## config.mk

```make
export PLATFORM = sky130hd
export DESIGN_NAME = pipe_ctrl_unit
export DESIGN_NICKNAME = d
export VERILOG_FILES = /design/src/rtl/pipe_ctrl_unit.sv
export SDC_FILE = /design/constraint.sdc
export NUM_CORES = 1
export LEC_CHECK = 0
export ABC_CLOCK_PERIOD_IN_PS = 2500
export BUFFER_PORTS_ARGS = -buffer_cell sky130_fd_sc_hd__buf_4
export CAP_MARGIN = 20
export CORE_MARGIN = 2
export CORE_UTILIZATION = 47
export DETAILED_ROUTE_END_ITERATION = 8
export PLACE_DENSITY = 0.81
export SLEW_MARGIN = 10
export SYNTH_ARGS = -nofsm -noshare
export SYNTH_HDL_FRONTEND = slang
export SYNTH_SLANG_ARGS = --single-unit
```

## constraint.sdc

```tcl
create_clock -name clk -period 2.5 [get_ports clk]
set_input_delay 0.125 -clock clk [delete_from_list [all_inputs] [get_ports clk]]
set_output_delay 0.125 -clock clk [all_outputs]
set_load 0.05 [all_outputs]
```

## src/rtl/pipe_ctrl_unit.sv

```systemverilog
// pipe_ctrl_unit: pipelined control decode with load-use stall, branch/jump flush and illegal-opcode count
module pipe_ctrl_unit #(
  parameter int OPCODE_W = 6,
  parameter int ALUOP_W = 2,
  parameter int REG_W = 5,
  parameter int CNT_W = 8
) (
  input  logic                clk,
  input  logic                rst_n,
  input  logic                id_valid,
  input  logic [OPCODE_W-1:0] id_opcode,
  input  logic [REG_W-1:0]    id_rs,
  input  logic [REG_W-1:0]    id_rt,
  input  logic                ex_branch_taken,
  output logic                stall,
  output logic                if_flush,
  output logic                id_jump,
  output logic                ex_valid,
  output logic                ex_reg_dst,
  output logic                ex_alu_src,
  output logic                ex_branch,
  output logic                ex_branch_ne,
  output logic [ALUOP_W-1:0]  ex_alu_op,
  output logic                ex_mem_read,
  output logic                ex_mem_write,
  output logic                ex_mem_to_reg,
  output logic                ex_reg_write,
  output logic [REG_W-1:0]    ex_rt,
  output logic                ex_illegal,
  output logic                mem_valid,
  output logic                mem_mem_read,
  output logic                mem_mem_write,
  output logic                mem_mem_to_reg,
  output logic                mem_reg_write,
  output logic                wb_valid,
  output logic                wb_mem_to_reg,
  output logic                wb_reg_write,
  output logic [CNT_W-1:0]    illegal_cnt
);
  logic is_r, is_lw, is_sw, is_beq, is_bne, is_addi, is_j, d_illegal;
  logic hazard, flush, load;
  logic [ALUOP_W-1:0] d_alu_op;
  assign is_r      = id_opcode == OPCODE_W'(6'b000000);
  assign is_lw     = id_opcode == OPCODE_W'(6'b100011);
  assign is_sw     = id_opcode == OPCODE_W'(6'b101011);
  assign is_beq    = id_opcode == OPCODE_W'(6'b000100);
  assign is_bne    = id_opcode == OPCODE_W'(6'b000101);
  assign is_addi   = id_opcode == OPCODE_W'(6'b001000);
  assign is_j      = id_opcode == OPCODE_W'(6'b000010);
  assign d_illegal = ~(is_r | is_lw | is_sw | is_beq | is_bne | is_addi | is_j);
  assign d_alu_op  = is_r ? ALUOP_W'(2'b10) : (is_beq | is_bne) ? ALUOP_W'(2'b01) : '0;
  assign flush     = ex_valid & ex_branch & ex_branch_taken;
  assign hazard    = id_valid & ex_valid & ex_mem_read & (ex_rt != '0) & ((ex_rt == id_rs) | (ex_rt == id_rt));
  assign stall     = hazard & ~flush;
  assign id_jump   = id_valid & is_j;
  assign if_flush  = flush | id_jump;
  assign load      = id_valid & ~flush & ~hazard;
  always_ff @(posedge clk or negedge rst_n) begin
    if (!rst_n) begin
      ex_valid       <= 1'b0;
      ex_reg_dst     <= 1'b0;
      ex_alu_src     <= 1'b0;
      ex_branch      <= 1'b0;
      ex_branch_ne   <= 1'b0;
      ex_alu_op      <= '0;
      ex_mem_read    <= 1'b0;
      ex_mem_write   <= 1'b0;
      ex_mem_to_reg  <= 1'b0;
      ex_reg_write   <= 1'b0;
      ex_rt          <= '0;
      ex_illegal     <= 1'b0;
      mem_valid      <= 1'b0;
      mem_mem_read   <= 1'b0;
      mem_mem_write  <= 1'b0;
      mem_mem_to_reg <= 1'b0;
      mem_reg_write  <= 1'b0;
      wb_valid       <= 1'b0;
      wb_mem_to_reg  <= 1'b0;
      wb_reg_write   <= 1'b0;
      illegal_cnt    <= '0;
    end else begin
      ex_valid       <= load;
      ex_reg_dst     <= load & is_r;
      ex_alu_src     <= load & (is_lw | is_sw | is_addi);
      ex_branch      <= load & (is_beq | is_bne);
      ex_branch_ne   <= load & is_bne;
      ex_alu_op      <= load ? d_alu_op : '0;
      ex_mem_read    <= load & is_lw;
      ex_mem_write   <= load & is_sw;
      ex_mem_to_reg  <= load & is_lw;
      ex_reg_write   <= load & (is_r | is_lw | is_addi);
      ex_rt          <= load ? id_rt : '0;
      ex_illegal     <= load & d_illegal;
      mem_valid      <= ex_valid;
      mem_mem_read   <= ex_mem_read;
      mem_mem_write  <= ex_mem_write;
      mem_mem_to_reg <= ex_mem_to_reg;
      mem_reg_write  <= ex_reg_write;
      wb_valid       <= mem_valid;
      wb_mem_to_reg  <= mem_mem_to_reg;
      wb_reg_write   <= mem_reg_write;
      if (load & d_illegal & (illegal_cnt != '1)) illegal_cnt <= illegal_cnt + 1'b1;
    end
  end
endmodule

```

==> results of run 1 <==
[cell families after synthesis]
group / Yosys count / share of synthesized area [%]
flops: 30 / 55.4
compound gates: 11 / 7.57
fa+ha+maj: 1 / 0.923
simple gates: 47 / 20.4
mux: 1 / 0.831
xor+xnor: 17 / 11.0
buf+inv: 9 / 3.88
[synth_stat cells, types with 2 or more instances]
cell      instances  area (sq um)
nor2_1            8          30.0
and2_1            6          37.5
nor4_1            3          18.8
o21a_1            2          15.0
nor3_1           10          50.1
nand3_1           5          25.0
clkbuf_1          2          7.51
buf_4             3          22.5
inv_1             3          11.3
nand2_1           3          11.3
xor2_1           17           149
and3_1            2          12.5
dfrtp_1          30           751
[routing by layer]
layer | track usage (%) | part of all wire [%] | up-vias
met4 | 7.64 | 1.9 | 0
li1 | - | - | 518
met1 | 22.5 | 40 | 512
met5 | 0 | 0 | -
met2 | 28.9 | 48 | 56
met3 | 7.37 | 9.7 | 7
[power groups by stage]
stage | combinational (W) | clock, W | sequential [W]
3_5_place_dp | 0.000567 | 0 | 0.000650
3_3_place_gp | 0.000563 | 0 | 0.000646
5_1_grt | 0.000601 | 0.000537 | 0.000653
2_1_floorplan | 0.000140 | 0 | 0.000884
4_1_cts | 0.000574 | 0.000512 | 0.000642
6_report | 0.000568 | 0.000507 | 0.000645
[cell type report]
cell class | instances | area, sq um
Fill cell | 200 | 861
Clock inverter | 2 | 60.1
Timing Repair Buffer | 57 | 433
Inverter | 3 | 11.3
Tap cell | 31 | 38.8
Sequential cell | 30 | 751
Clock buffer | 6 | 51.3
Multi-Input combinational cell | 77 | 552
[stage by stage]
step	area (sq um)	util (%)	hold slack, ns	worst slack (ns)
2_1_floorplan	1360	-	-0.171	0.00204
3_3_place_gp	1770	64.0	0.0638	0.423
3_5_place_dp	1770	64.0	0.0677	0.371
4_1_cts	1900	68.8	0.0115	0.344
5_1_grt	1900	68.8	0.00464	0.242
6_report	1900	68.8	0.0164	0.356
[what timing repair did]
item                       CTS  global route
setup buffers                0             0
resized for setup            0             0
hold endpoints to repair    32             0
hold buffers                 2             0
setup endpoints to repair    0             0
[final timing paths]
check,slack [ns],cells after the start,endpoint
max in group asynchronous,2.00,2,illegal_cnt[5]$_DFFE_PN0P_
min reg2reg,0.39,0,wb_valid$_DFF_PN0_
min,0.02,2,ex_rt[4]$_DFF_PN0_
min in group asynchronous,0.23,2,ex_alu_src$_DFF_PN0_
max reg2reg,0.36,5,illegal_cnt[1]$_DFFE_PN0P_
max,0.36,5,illegal_cnt[1]$_DFFE_PN0P_
[critical path, delay by kind of cell, from the launching register on]
kind            cells  cell delay, ns
compound gates      2            0.44
flops               1            0.44
mux                 1            0.36
simple gates        2            0.80
==> results.sh, run 1 <==
export IMPL_status="completed"
export IMPL_tritoncts_num_sinks=30
export IMPL_synth_distinct_cells=35
export IMPL_drc=0
export IMPL_wire_per_inst_microns=13.8
export IMPL_power_density_mw_per_mm2=907
export IMPL_yosys_warnings=0
export IMPL_grt_max_degree=31
export IMPL_setup_viol=0
export IMPL_dpl_hpwl_microns=2160
export IMPL_worst_pin_slew_ns=0.575
export IMPL_diodes=0
export IMPL_critPathKind="reg -> reg"
export IMPL_end_kind="flip-flop"
export IMPL_gp_congestion=0.833
export IMPL_postSynthCellCount=116
export IMPL_clock_root_buffer="clkbuf_4"
export IMPL_dieHeight_microns=57.7
export IMPL_slew_violations=0
export IMPL_dr_pass1_iters=4
export IMPL_final_common_cell="buf_4"
export IMPL_arrival_ns=2.36
export IMPL_syn2layout_area_growth_pct=40.0
export IMPL_period_share_pct=85.8
export IMPL_largest_reg_flops=8
export IMPL_hold_viol=0
export IMPL_final_cell_mix="buf_4, dfrtp_1, xor2_1"
export IMPL_p_total_w=0.00172
export IMPL_skew_ns=0.0124
export IMPL_instances_no_fill=206
export IMPL_cp_cell_sequence="or4_4 -> o2111ai_4 -> o21bai_2 -> nor2_1 -> mux2_2"
export IMPL_antenna_found_initial=0
export IMPL_clkPwrFrac_pct=29.5
export IMPL_cts_clk_slew_worst_paths_ns=0.09
export IMPL_cp_max_fo=13
export IMPL_synthesis_area_sq_mm=0.00136
export IMPL_grt_overflow=0
export IMPL_switchingPower_w=0.000636
export IMPL_port_buffers=55
export IMPL_vdd_drop_max_mv=1.25
export IMPL_yosys_register_bits=30
export IMPL_post_route_min_period_ns=2.14
export IMPL_p_leak_nw=0.960
export IMPL_async_flop_share_pct=100
export IMPL_final_layout_size_suffix_gt1_share_pct=41.1
export IMPL_first_iter_violations=26
export IMPL_slowest_delay_ns=0.56
export IMPL_p_comb_share_pct=33.0
export IMPL_routed_wl_microns=2850
export IMPL_nNetsFinal=195
export IMPL_viasPerCell=5.31
export IMPL_io_pins=56
export IMPL_placementRows=19
export IMPL_rsz0062_at_grt="no"
export IMPL_initial_core_util_pct=49.1
export IMPL_cts_tree="done"
export IMPL_hold_start="id_rt[4]"
export IMPL_cts_buffers=5
export IMPL_p_sw_share_pct=37.0
export IMPL_synth_edf_count=0
export IMPL_p_int_w=0.00108
export IMPL_crit_required_ns=2.72
export IMPL_largest_register="illegal_cnt"
export IMPL_startpoint="ex_rt[1]$_DFF_PN0_"
export IMPL_maxCapViolCount=0
export IMPL_critPathLaunchType="flip-flop"
export IMPL_avgSynthCellArea_sq_um=11.7
export IMPL_r2r_start="ex_rt[1]$_DFF_PN0_"
export IMPL_grt_pass1_vias=996
export IMPL_vias=1093
export IMPL_dp_cells=196
export IMPL_fmax_mhz=466
export IMPL_grt_usage_pct=18.3
export IMPL_seqPwrFrac_pct=37.5
export IMPL_htreeDepth=2
export IMPL_maxSlewHeadroom_pct=61.6
export IMPL_reg_top3="illegal_cnt: 8 flops, ex_rt: 5 flops, ex_alu_op: 2 flops"
export IMPL_worstSkewPairLatency_ns=0.34
export IMPL_die_area_sq_mm=0.00333
export IMPL_clk_path_buf_depth=2
export IMPL_ant_nets=0
export IMPL_grt_first_pass_wirelength_microns=4490
export IMPL_hp_class="in -> reg"
export IMPL_ys_flop_type="dfrtp_1"
export IMPL_die_x_microns=57.7
export IMPL_core_area_sq_mm=0.00276
export IMPL_yosysSeqAreaShare_pct=55.4
export IMPL_cpMaxStageDelayCell="or4_4"
export IMPL_setup_tns_ns=0
export IMPL_synth_nets=137
Power figures use the tool's default switching activity.
==> inputs of run 2 (changes only) <==
--- a/config.mk
+++ b/config.mk
@@ -10,8 +10,11 @@
 export CAP_MARGIN = 20
 export CORE_MARGIN = 2
 export CORE_UTILIZATION = 47
+export CTS_BUF_LIST = sky130_fd_sc_hd__clkbuf_8 sky130_fd_sc_hd__clkbuf_16
 export DETAILED_ROUTE_END_ITERATION = 8
 export PLACE_DENSITY = 0.81
+export RECOVER_POWER = 50
+export SKIP_CTS_REPAIR_TIMING = 1
 export SLEW_MARGIN = 10
 export SYNTH_ARGS = -nofsm -noshare
 export SYNTH_HDL_FRONTEND = slang
==> run 2 against run 1 <==
  * The flow now finishes with violations (max-capacitance violations, max-slew violations)
  * Highest routed layer unchanged
  * Utilization down 0.86 points
  * Fmax is 0.54% higher
  * Clock skew fell by 0.0068 ns
  * Largest cell class unchanged
  * Wire length rose by 0.63%
  * Combinational power is 0.7% lower
==> results.sh, run 2 (synthesis gave the netlist of run 1 again) <==
export IMPL_placementRows=19
export IMPL_cp_cell_sequence="or4_4 -> o2111ai_4 -> o21bai_2 -> nor2_1 -> mux2_2"
export IMPL_io_pins=56
export IMPL_core_area_sq_mm=0.00276
export IMPL_crit_required_ns=2.67
export IMPL_startpoint="ex_rt[1]$_DFF_PN0_"
export IMPL_largest_reg_flops=8
export IMPL_nNetsFinal=194
export IMPL_syn2layout_area_growth_pct=38.2
export IMPL_drc=0
export IMPL_largest_register="illegal_cnt"
export IMPL_hold_viol=0
export IMPL_r2r_slack_ns=0.37
export IMPL_tritoncts_num_sinks=30
export IMPL_vdd_drop_max_mv=1.27
export IMPL_cts_buffers=5
export IMPL_worstSkewPairLatency_ns=0.28
export IMPL_viasPerCell=5.30
export IMPL_maxSlewHeadroom_pct=-0.415
export IMPL_vias=1086
export IMPL_critPathKind="reg -> reg"
export IMPL_die_area_sq_mm=0.00333
export IMPL_critPathLaunchType="flip-flop"
export IMPL_min_to="ex_branch$_DFF_PN0_"
export IMPL_fmax_mhz=469
export IMPL_diodes=0
export IMPL_grt_usage_pct=18.2
export IMPL_gp_congestion=0.833
export IMPL_antenna_found_initial=0
export IMPL_reg_top3="illegal_cnt: 8 flops, ex_rt: 5 flops, ex_alu_op: 2 flops"
export IMPL_dr_pass1_iters=4
export IMPL_slowest_delay_ns=0.56
export IMPL_initial_core_util_pct=49.1
export IMPL_hp_class="in -> reg"
export IMPL_routed_wl_microns=2860
export IMPL_cts_clk_slew_worst_paths_ns=0.06
export IMPL_htreeDepth=2
export IMPL_power_density_mw_per_mm2=967
export IMPL_end_kind="flip-flop"
export IMPL_grt_max_degree=31
export IMPL_setup_viol=0
export IMPL_worst_pin_slew_ns=1.51
export IMPL_period_share_pct=85.3
export IMPL_ant_nets=0
export IMPL_arrival_ns=2.30
export IMPL_port_buffers=55
export IMPL_r2r_start="ex_rt[1]$_DFF_PN0_"
export IMPL_first_iter_violations=29
export IMPL_final_common_cell="buf_4"
export IMPL_reg2reg_depth=5
export IMPL_setup_tns_ns=0
export IMPL_slew_violations=30
export IMPL_status="complete, but fails checks"
export IMPL_final_cell_mix="buf_4, dfrtp_1, xor2_1"
export IMPL_clock_root_buffer="clkbuf_8"
export IMPL_final_layout_size_suffix_gt1_share_pct=34.5
export IMPL_wire_per_inst_microns=14.0
export IMPL_cp_max_fo=13
export IMPL_grt_first_pass_wirelength_microns=4510
export IMPL_post_route_min_period_ns=2.13
export IMPL_skew_ns=0.00559
export IMPL_clk_path_buf_depth=2
export IMPL_rsz0062_at_grt="no"
export IMPL_die_x_microns=57.7
export IMPL_grt_pass1_vias=996
export IMPL_hold_start="id_opcode[3]"
export IMPL_holdWs_ns=0.0665
export IMPL_grt_overflow=0
export IMPL_dieHeight_microns=57.7
export IMPL_pre_cts_slack_ns=0.371
export IMPL_violations="max-capacitance violations, max-slew violations"
export IMPL_worst_slack_ns=0.367
export IMPL_cpMaxStageDelayCell="or4_4"
export IMPL_cts_tree="done"
export IMPL_maxCapViolCount=1
export IMPL_min_path_cells=2
export IMPL_dpl_hpwl_microns=2160
export IMPL_reg2reg_to="illegal_cnt[1]$_DFFE_PN0P_"
export IMPL_p_leak_nw=0.920
run 2: report_power, final:
| group | switching [W] | internal (W) | total, W |
|---|---|---|---|
| Combinational | 0.000380 | 0.000184 | 0.000564 |
| Sequential | 0.0000881 | 0.000558 | 0.000646 |
| Clock | 0.000177 | 0.000425 | 0.000602 |
run 2: cell type report:
| type | instances | area [sq um] |
|---|---|---|
| Multi-Input combinational cell | 77 | 552 |
| Clock inverter | 2 | 60.1 |
| Timing Repair Buffer | 56 | 378 |
| Fill cell | 207 | 885 |
| Tap cell | 31 | 38.8 |
| Inverter | 3 | 11.3 |
| Sequential cell | 30 | 751 |
| Clock buffer | 6 | 82.6 |
run 2: worst max-delay path, delay by kind of cell, from the launching register on:
kind,cells,cell delay (ns)
compound gates,2,0.44
simple gates,2,0.80
mux,1,0.36
flops,1,0.43
run 2: how the worst max path moves through the flow:
stage | end | slack [ns]
floorplan | stall | 0.002
global placement | illegal_cnt[1]$_DFFE_PN0P_ | 0.42
detailed placement | illegal_cnt[1]$_DFFE_PN0P_ | 0.37
CTS | illegal_cnt[1]$_DFFE_PN0P_ | 0.35
global route | illegal_cnt[1]$_DFFE_PN0P_ | 0.25
finish | illegal_cnt[1]$_DFFE_PN0P_ | 0.37
run 2: per-layer routing:
metal | GRT usage (%) | vias up | part of all wire, %
met1 | 22.7 | 521 | 41
met2 | 29.7 | 46 | 48
met3 | 4.46 | 5 | 8.4
met5 | 0 | - | 0
li1 | - | 514 | -
met4 | 8.97 | 0 | 1.7
run 2: metrics by stage:
stage	utilization [%]	std cells	cell area [sq um]	total power [W]
after detailed placement	64.0	196	1770	0.00122
after CTS	69.2	204	1910	0.00182
final	67.9	205	1870	0.00181
after floorplan	-	116	1360	0.00102
after global routing	67.9	205	1870	0.00188
after global placement	64.0	196	1770	0.00121
